<file path="src/rtl/modulo_tabuleiro_param.sv">
// -----------------------------------------------------------------------------
// modulo_tabuleiro_param
//
// Parametrised battleship board: ship and attack maps of ROWS x COLS cells,
// a POSITION -> ATTACK -> END game FSM with ship/hit/shot counters and a shot
// limit, and a column-scanned LED matrix driver.
//
// Ports:
//   clk          system clock
//   clr          asynchronous active-high reset (clears the whole game)
//   btn_confirm  raw level; rising edge toggles a ship (POSITION) or fires (ATTACK)
//   btn_start    raw level; rising edge advances the game phase
//   row_sel      target row    (values >= ROWS are invalid)
//   col_sel      target column (values >= COLS are invalid)
//   m_col        one-hot active-high column drive
//   m_line       row data for the active column
//   state        00 POSITION, 01 ATTACK, 10 END
//   ship_cnt     ships placed
//   hit_cnt      hits scored
//   shot_cnt     valid shots fired
//   last_res     00 none, 01 miss, 10 hit, 11 repeat/invalid
//   win          high in END when every ship was hit
// -----------------------------------------------------------------------------
module modulo_tabuleiro_param #(
  parameter int ROWS      = 7,
  parameter int COLS      = 5,
  parameter int SCAN_DIV  = 16,
  parameter int MAX_SHOTS = 12,
  localparam int RW = $clog2(ROWS),
  localparam int CW = $clog2(COLS),
  localparam int NW = $clog2(ROWS*COLS+1)
) (
  input  logic            clk,
  input  logic            clr,
  input  logic            btn_confirm,
  input  logic            btn_start,
  input  logic [RW-1:0]   row_sel,
  input  logic [CW-1:0]   col_sel,
  output logic [COLS-1:0] m_col,
  output logic [ROWS-1:0] m_line,
  output logic [1:0]      state,
  output logic [NW-1:0]   ship_cnt,
  output logic [NW-1:0]   hit_cnt,
  output logic [NW-1:0]   shot_cnt,
  output logic [1:0]      last_res,
  output logic            win
);

  localparam int CELLS = ROWS*COLS;
  localparam int IW    = $clog2(CELLS);

  localparam logic [1:0] ST_POS = 2'b00;
  localparam logic [1:0] ST_ATK = 2'b01;
  localparam logic [1:0] ST_END = 2'b10;

  localparam logic [1:0] RES_NONE = 2'b00;
  localparam logic [1:0] RES_MISS = 2'b01;
  localparam logic [1:0] RES_HIT  = 2'b10;
  localparam logic [1:0] RES_BAD  = 2'b11;

  localparam logic [NW-1:0] CELLS_N  = NW'(CELLS);
  localparam logic [NW-1:0] MAX_N    = NW'(MAX_SHOTS);
  localparam logic [RW:0]   ROWS_L   = (RW+1)'(ROWS);
  localparam logic [CW:0]   COLS_L   = (CW+1)'(COLS);
  localparam logic [CW-1:0] COL_LAST = CW'(COLS-1);

  // ---------------------------------------------------------------------------
  // Button conditioning: two synchroniser stages, one edge-history stage and a
  // registered pulse. Index 0 = confirm, index 1 = start.
  // ---------------------------------------------------------------------------
  logic [1:0] btn_raw;
  logic [2:0] sync_reg [2];
  logic [1:0] pulse_reg;
  logic       conf_p;
  logic       start_p;

  assign btn_raw = {btn_start, btn_confirm};
  assign conf_p  = pulse_reg[0];
  assign start_p = pulse_reg[1];

  always_ff @(posedge clk or posedge clr) begin
    if (clr) begin
      for (int i = 0; i < 2; i++) begin
        sync_reg[i] <= '0;
      end
      pulse_reg <= '0;
    end else begin
      for (int i = 0; i < 2; i++) begin
        sync_reg[i]  <= {sync_reg[i][1:0], btn_raw[i]};
        pulse_reg[i] <= sync_reg[i][1] & ~sync_reg[i][2];
      end
    end
  end

  // ---------------------------------------------------------------------------
  // Game state
  // ---------------------------------------------------------------------------
  logic [CELLS-1:0] ship_reg, ship_next;
  logic [CELLS-1:0] atk_reg,  atk_next;
  logic [1:0]       state_reg, state_next;
  logic [NW-1:0]    ship_cnt_reg, ship_cnt_next;
  logic [NW-1:0]    hit_cnt_reg,  hit_cnt_next;
  logic [NW-1:0]    shot_cnt_reg, shot_cnt_next;
  logic [1:0]       last_res_reg, last_res_next;
  logic             win_reg, win_next;

  logic             coord_ok;
  logic [IW-1:0]    cell_idx;

  assign coord_ok = ({1'b0, row_sel} < ROWS_L) && ({1'b0, col_sel} < COLS_L);
  // Only meaningful when coord_ok; out-of-range values are never used to index.
  assign cell_idx = IW'(32'(row_sel) * COLS + 32'(col_sel));

  always_comb begin
    ship_next     = ship_reg;
    atk_next      = atk_reg;
    state_next    = state_reg;
    ship_cnt_next = ship_cnt_reg;
    hit_cnt_next  = hit_cnt_reg;
    shot_cnt_next = shot_cnt_reg;
    last_res_next = last_res_reg;
    win_next      = win_reg;

    // Start wins over a coincident confirm; the confirm is simply dropped.
    if (start_p) begin
      case (state_reg)
        ST_POS: begin
          if (ship_cnt_reg != '0) begin
            state_next    = ST_ATK;
            atk_next      = '0;
            hit_cnt_next  = '0;
            shot_cnt_next = '0;
            last_res_next = RES_NONE;
          end
        end
        ST_END: begin
          state_next    = ST_POS;
          ship_next     = '0;
          atk_next      = '0;
          ship_cnt_next = '0;
          hit_cnt_next  = '0;
          shot_cnt_next = '0;
          last_res_next = RES_NONE;
          win_next      = 1'b0;
        end
        default: ;
      endcase
    end else if (conf_p && (state_reg == ST_POS || state_reg == ST_ATK)) begin
      if (!coord_ok) begin
        last_res_next = RES_BAD;
      end else if (state_reg == ST_POS) begin
        if (ship_reg[cell_idx]) begin
          ship_next[cell_idx] = 1'b0;
          if (ship_cnt_reg != '0) begin
            ship_cnt_next = ship_cnt_reg - 1'b1;
          end
        end else begin
          ship_next[cell_idx] = 1'b1;
          if (ship_cnt_reg != CELLS_N) begin
            ship_cnt_next = ship_cnt_reg + 1'b1;
          end
        end
      end else begin
        if (atk_reg[cell_idx]) begin
          last_res_next = RES_BAD;
        end else begin
          atk_next[cell_idx] = 1'b1;
          shot_cnt_next      = shot_cnt_reg + 1'b1;
          if (ship_reg[cell_idx]) begin
            hit_cnt_next  = hit_cnt_reg + 1'b1;
            last_res_next = RES_HIT;
          end else begin
            last_res_next = RES_MISS;
          end
          // End-of-game decision uses the freshly updated counts; a win on the
          // final permitted shot still counts as a win.
          if (hit_cnt_next == ship_cnt_reg) begin
            state_next = ST_END;
            win_next   = 1'b1;
          end else if (shot_cnt_next == MAX_N) begin
            state_next = ST_END;
            win_next   = 1'b0;
          end
        end
      end
    end

    // The unused encoding falls back to POSITION.
    if (state_reg == 2'b11) begin
      state_next = ST_POS;
    end
  end

  always_ff @(posedge clk or posedge clr) begin
    if (clr) begin
      ship_reg     <= '0;
      atk_reg      <= '0;
      state_reg    <= ST_POS;
      ship_cnt_reg <= '0;
      hit_cnt_reg  <= '0;
      shot_cnt_reg <= '0;
      last_res_reg <= RES_NONE;
      win_reg      <= 1'b0;
    end else begin
      ship_reg     <= ship_next;
      atk_reg      <= atk_next;
      state_reg    <= state_next;
      ship_cnt_reg <= ship_cnt_next;
      hit_cnt_reg  <= hit_cnt_next;
      shot_cnt_reg <= shot_cnt_next;
      last_res_reg <= last_res_next;
      win_reg      <= win_next;
    end
  end

  // ---------------------------------------------------------------------------
  // Matrix scan
  // ---------------------------------------------------------------------------
  logic [SCAN_DIV-1:0] presc_reg;
  logic [CW-1:0]       col_idx_reg, col_idx_next;
  logic [COLS-1:0]     m_col_reg;
  logic [ROWS-1:0]     m_line_reg, m_line_next;
  logic [CELLS-1:0]    src_map;
  logic                scan_tick;

  // Tick on the cycle the prescaler wraps back to zero.
  assign scan_tick = &presc_reg;

  always_comb begin
    col_idx_next = col_idx_reg;
    if (scan_tick) begin
      col_idx_next = (col_idx_reg == COL_LAST) ? '0 : col_idx_reg + 1'b1;
    end
  end

  always_comb begin
    case (state_reg)
      ST_POS:  src_map = ship_reg;
      ST_ATK:  src_map = atk_reg;
      // END blinks between hits only and the full fleet.
      ST_END:  src_map = presc_reg[SCAN_DIV-1] ? ship_reg : (ship_reg & atk_reg);
      default: src_map = ship_reg;
    endcase
  end

  generate
    for (genvar gi = 0; gi < ROWS; gi++) begin : g_row
      logic [COLS-1:0] row_bits;
      assign row_bits        = src_map[gi*COLS +: COLS];
      assign m_line_next[gi] = row_bits[col_idx_reg];
    end
  endgenerate

  always_ff @(posedge clk or posedge clr) begin
    if (clr) begin
      presc_reg   <= '0;
      col_idx_reg <= '0;
      m_col_reg   <= COLS'(1);
      m_line_reg  <= '0;
    end else begin
      presc_reg   <= presc_reg + 1'b1;
      col_idx_reg <= col_idx_next;
      m_col_reg   <= COLS'(1) << col_idx_reg;
      m_line_reg  <= m_line_next;
    end
  end

  assign m_col    = m_col_reg;
  assign m_line   = m_line_reg;
  assign state    = state_reg;
  assign ship_cnt = ship_cnt_reg;
  assign hit_cnt  = hit_cnt_reg;
  assign shot_cnt = shot_cnt_reg;
  assign last_res = last_res_reg;
  assign win      = win_reg;

endmodule

</file>
<file path="config.mk">
export PLATFORM = sky130hd
export DESIGN_NAME = modulo_tabuleiro_param
export DESIGN_NICKNAME = d
export VERILOG_FILES = /design/src/rtl/modulo_tabuleiro_param.sv
export SDC_FILE = /design/constraint.sdc
export NUM_CORES = 1
export LEC_CHECK = 0
export ABC_AREA = 1
export CAP_MARGIN = 40
export CORE_UTILIZATION = 46
export CTS_CLUSTER_SIZE = 14
export DETAILED_ROUTE_END_ITERATION = 6
export DONT_BUFFER_PORTS = 1
export PLACE_DENSITY = 0.64
export SLEW_MARGIN = 30
export SYNTH_ARGS = -nofsm -noshare
export SYNTH_HDL_FRONTEND = slang
export SYNTH_SLANG_ARGS = --single-unit
</file>
<file path="constraint.sdc">
create_clock -name clk -period 5.95 [get_ports clk]
set_input_delay 0.8925 -clock clk [delete_from_list [all_inputs] [get_ports clk]]
set_output_delay 0.8925 -clock clk [all_outputs]
set_load 0.01 [all_outputs]
</file>
Yosys cells after proc, flatten, opt, wreduce, memory -nomap -nowiden
Cells that the tools add are included.
- flip-flop bits (word level): 132
- word-level logic and storage cells: 166
- add/sub/neg operators: 7
- multipliers: 1
- $lt $le $gt $ge: 5
- eq/ne operators: 19
- shifts and indexed selects: 1
- multiplexer cells: 88
- bitwise gates (word level): 9
- reduce and logical (&&, ||, !) cells: 21
- operators with widths (cell ; number):
    two-way mux 35 bit ; 13
    two-way mux 6 bit ; 25
    case mux 35 bit (2 select lines) ; 2
    bitwise AND 35 bit ; 2
    OR 35 bit ; 2
    NOT 35 bit ; 1
    two-way mux 2 bit ; 16
    binary-select mux 1 bit (select 3 bit) ; 7
    adder 6 x 1 -> 6 bit (second input constant) ; 3
    two-way mux 1 bit ; 18
    AND reduction 6 bit ; 3
    adder 16 x 1 -> 16 bit (second input constant) ; 1
    AND reduction 16 bit ; 1
    binary-select mux 1 bit (select 6 bit) ; 2
    case mux 6 bit (2 select lines) ; 1
    nonzero test 3 bit ; 4
    inequality test 3 x 2 -> 1 bit (second input constant) ; 3
    inequality test 3 bit (second input constant) ; 3
    case mux 2 bit (2 select lines) ; 2
    AND reduction 4 bit ; 2
    less-than comparator 6 x 7 -> 1 bit (second input constant) ; 1
    AND reduction 7 bit ; 1
    adder 6 x 3 -> 6 bit ; 1
    demux 1 bit (select 6 bit) ; 1
    other kinds (26) ; 36

Depth between registers and ports, before layout
- depth in word-level cells: 18
- mapped depth: 24
- gate-level depth less buffers: 23

Worst setup path after synthesis
OpenSTA, ideal clock, no wires.
- kind: input -> register
- start: in row_sel[0]
- end: reg ship_cnt_reg[5], in the netlist ship_cnt[5]
- library setup time: 128 ps
- arrival time: 4422 ps
- required time: 5822 ps
- slack: 1400 ps
- stages: 24
- buffers on the path: 2
- cell sequence: ha_1 > ha_1 > inv_1 > fa_1 > inv_2 > nor2_4 > nand2_4 > inv_2 > nand2_1 > nand3_1 > nand3_1 > nand2_2 > nand3_4 > buf_6 > inv_2 > buf_2 > ha_1 > nand3_1 > nand3_1 > nand2_1 > nand2_1 > a21oi_1 > xor2_1 > o22ai_1
- longest elaborated chain between the ends: 9
- elaborated cells on any way between the ends: 15
- classes of those cells: 1 x add/sub; 1 x mul; 1 x order compare; 1 x eq/ne; 7 x mux; 4 x reduce/logical
- ends and longest elaborated chain (what ; RTL line ; text):
    start: declaration ; 37 ; input logic [RW-1:0] row_sel,
    multiplier 3 x 3 -> 6 bit ; 112 ; assign cell_idx = IW'(32'(row_sel) * COLS + 32'(col_sel));
    adder 6 x 3 -> 6 bit ; 112 ;
    binary-select mux 1 bit (select 6 bit) ; 152 ; if (ship_reg[cell_idx]) begin
    two-way mux 1 bit (not written as such) ; 152 ;
    two-way mux 6 bit ; 152 ;
    two-way mux 6 bit ; 151 ; end else if (state_reg == ST_POS) begin
    two-way mux 6 bit ; 149 ; if (!coord_ok) begin
    two-way mux 6 bit ; 148 ; end else if (conf_p && (state_reg == ST_POS || state_reg == ST_ATK)) begin
    two-way mux 6 bit ; 125 ; if (start_p) begin
    end signal: assignment ; 208 ; ship_cnt_reg <= ship_cnt_next;
    end: declaration ; 101 ; logic [NW-1:0] ship_cnt_reg, ship_cnt_next;
Parallel ways exist; a longest one is shown, timed or not. The select of a mux whose other input is x is not followed.
A chain may end at the register's enable or synchronous reset.

Worst setup path after layout
Same ends and word-level chain as after synthesis.

==> results.md <==
- Placed inst area: 7930 um^2
- Final setup viols: 0
- Drt wl/cell: 19.0 um
- Setup TNS: 0 ps
- Switching Power: 1700 uW
- Async S/R FF share, synth: 1.00
- Die height: 132 um
- CTS Hold Bufs: 0
- Final Cycle Share: 0.751
- Grt ovf: 0
- Post-DP HPWL: 15500 um
- Reg2reg end: m_line[6]$_DFF_PP0_
- Via count: 6943
- IO Pins: 45
- Vias per inst: 5.77
- Max cap viols: 0
- Bufs on Longest Clock Path: 2
- Ys flop type: dfrtp_1
- Leakage: 0.00389 uW
- Post-place setup slack: 1050 ps
- Post-synth EDFFs: 0
- Antenna fix cells: 0
- Crit path capture type: register
- Tmin final: 4470 ps
- Remaining antenna violation count after routing: 0
- CP Launch Type: input pin
- Share of layout cells above drive strength 1: 0.0945
- Internal: 2250 uW
- R2R depth: 11
- Comb power frac: 0.362
- Vias in the first global route: 6567
- Largest net degree at the start of global routing: 80
- RePlAce Congestion: 0.992
- Mapped Area: 7780 um^2
- Synth warn: 0
- Final Instance Area: 8530 um^2
- Syn_area_per_cell: 7.92 um^2
- Slowest-stage cell, CP: fa_1
- Slew HR: 0.422
- Part of the power in registers: 0.363
- First-pass GRT wire length: 37400 um
- WL final: 22900 um
- Fillers: 1595
- Worst-margin pin slew: 867 ps
- Total GRT Usage: 0.279
- Power Density: 463 nW/um^2
- Fin. max-slew vios: 0
- Worst-path cell chain: ha_1 -> ha_1 -> inv_1 -> fa_1 -> inv_2 -> nor2_4 -> nand2_4 -> inv_2 -> nand2_1 -> nand3_1 -> nand3_1 -> nand2_2 -> nand3_4 -> inv_2 -> buf_4 -> ha_1 -> a21oi_1 -> xor2_1 -> o22ai_1
- Mapped Nets: 1019
- DRC Markers: 0
- Horiz. Die Dim: 132 um
- Clock Sinks: 132
- Initial antenna violation count: 0
- RR Startpoint: state[0]$_DFFE_PP0P_
- Row cnt: 47
- Final setup margin: 1480 ps
- Status: complete, no violations
- Area of the core: 16500 um^2
- CP arrival: 4780 ps
- CTS Root Cell: clkbuf_16
- Clk pwr share: 0.275
- Fin. Hold Viols: 0
- Input/output buffers: 0
- Insertion delay to the later sink of the worst-skew pair: 440 ps
- Hold WC Path Type: in -> async
- Fmax: 0.224 GHz
- 1st-iter DRT viols: 907
- Critical path fanouts, max: 25
- Register area share after synthesis: 0.425
- Layout overhead on the synthesized area: 9.62%
- CTS Buf Count: 17
- Initial DRT Pass Iterations: 5
- VDD IR max: 0.263 mV
- Resized Gates After CTS: 0
- Initial core utilization: 0.471
- Clock Pin Slew Worst Setup and Hold Paths: 60 ps
- Slowest stage delay, CP: 760 ps
- # Post-CTS Setup Buffers: 0
- CTS tree: done
- Sw Share: 0.431
- Synth cell types: 49
- FF+latch count, synth: 132
- Data required time at the worst endpoint: 6260 ps
- R2r setup slk: 2240 ps
- RSZ-0062 raised after global routing: false
- Die area: 17400 um^2
- WS Path Type: in -> reg
- Layout net count: 1008
- Final clock skew: 13.5 ps
- CTS H-Tree Depth: 4
- Post-synthesis cell count: 982
per-stage QoR:
step                cells  power (uW)  hold WS [ps]  utilization
finish               1204        3950           348        0.516
global route         1204        4180           368        0.516
CTS                  1204        3930           350        0.516
detailed placement   1172        2850           337        0.480
global placement     1171        2830           333        0.479
floorplan             982        2420           331            -
critical path: cells and delay by family:
kind / cells / cell delay (ps)
adders and majority gates: 4 / 1660
and+or+nand+nor: 7 / 1020
buffers and inverters: 5 / 780
AOI/OAI and AO/OA: 2 / 280
xor gates and xnor gates: 1 / 160
cell type report:
cell class / count / area [um^2] / area share
inverters: 133 / 504 / 0.0591
repair buffers: 7 / 63.8 / 0.00748
flip-flops and latches: 132 / 3300 / 0.388
clock inverters: 13 / 148 / 0.0173
multi-input cells: 680 / 3780 / 0.443
well taps: 220 / 275 / 0.0323
clock buffers: 19 / 453 / 0.0531
routing by layer:
layer  part of all wire  GRT usage
met5                  0          0
met4              0.019     0.0904
met3              0.083     0.0673
met2               0.45      0.418
met1               0.44      0.395
layout by cell type, fill, tap and decap left out, types with 11 or more instances in the layout:
master | synthesis | layout
inv_1 | 119 | 118
a221oi_1 | 15 | 15
nand2_2 | 15 | 15
ha_1 | 25 | 25
o21ai_1 | 12 | 12
xnor2_1 | 11 | 11
o21ai_0 | 69 | 69
o22ai_1 | 14 | 14
a311oi_1 | 23 | 23
nand2_1 | 200 | 200
a21oi_1 | 78 | 78
dfrtp_1 | 131 | 131
nor2_1 | 78 | 78
xor2_1 | 15 | 15
clkbuf_16 | 0 | 17
nand4_1 | 15 | 15
inv_2 | 11 | 11
nand3_1 | 46 | 46
cell families after synthesis:
family,Yosys count,synth area share
buf+inv,170,0.0894
flops,132,0.425
xor+xnor,26,0.0293
simple gates,378,0.213
fa+ha+maj,27,0.0454
compound gates,249,0.198
worst max path at each step:
stage                          start                      end  cells after the start
final                     row_sel[0]  ship_cnt[5]$_DFFE_PP0P_                     19
after global routing      row_sel[0]  ship_cnt[5]$_DFFE_PP0P_                     20
after CTS                 row_sel[0]  ship_cnt[5]$_DFFE_PP0P_                     19
after detailed placement  row_sel[0]  ship_cnt[5]$_DFFE_PP0P_                     19
after global placement    row_sel[0]  ship_cnt[5]$_DFFE_PP0P_                     17
after floorplan           row_sel[0]  ship_cnt[5]$_DFFE_PP0P_                     24
cells in the mapped netlist, types with 15 or more instances:
cell | count | area [um^2]
a21oi_1 | 78 | 390
a221oi_1 | 15 | 131
a311oi_1 | 23 | 201
clkbuf_1 | 22 | 82.6
dfrtp_1 | 131 | 3280
ha_1 | 25 | 313
inv_1 | 119 | 447
nand2_1 | 200 | 751
nand2_2 | 15 | 93.8
nand3_1 | 46 | 230
nand4_1 | 15 | 93.8
nor2_1 | 78 | 293
o21ai_0 | 69 | 345
xor2_1 | 15 | 131
power by group through the flow:
stage	combinational [uW]	clock [uW]	sequential [uW]
after global routing	1590	1130	1460
after detailed placement	1410	0	1440
after CTS	1420	1090	1430
final	1430	1080	1430
after floorplan	1070	0	1350
after global placement	1390	0	1440
(Power assumes the default switching activity.)
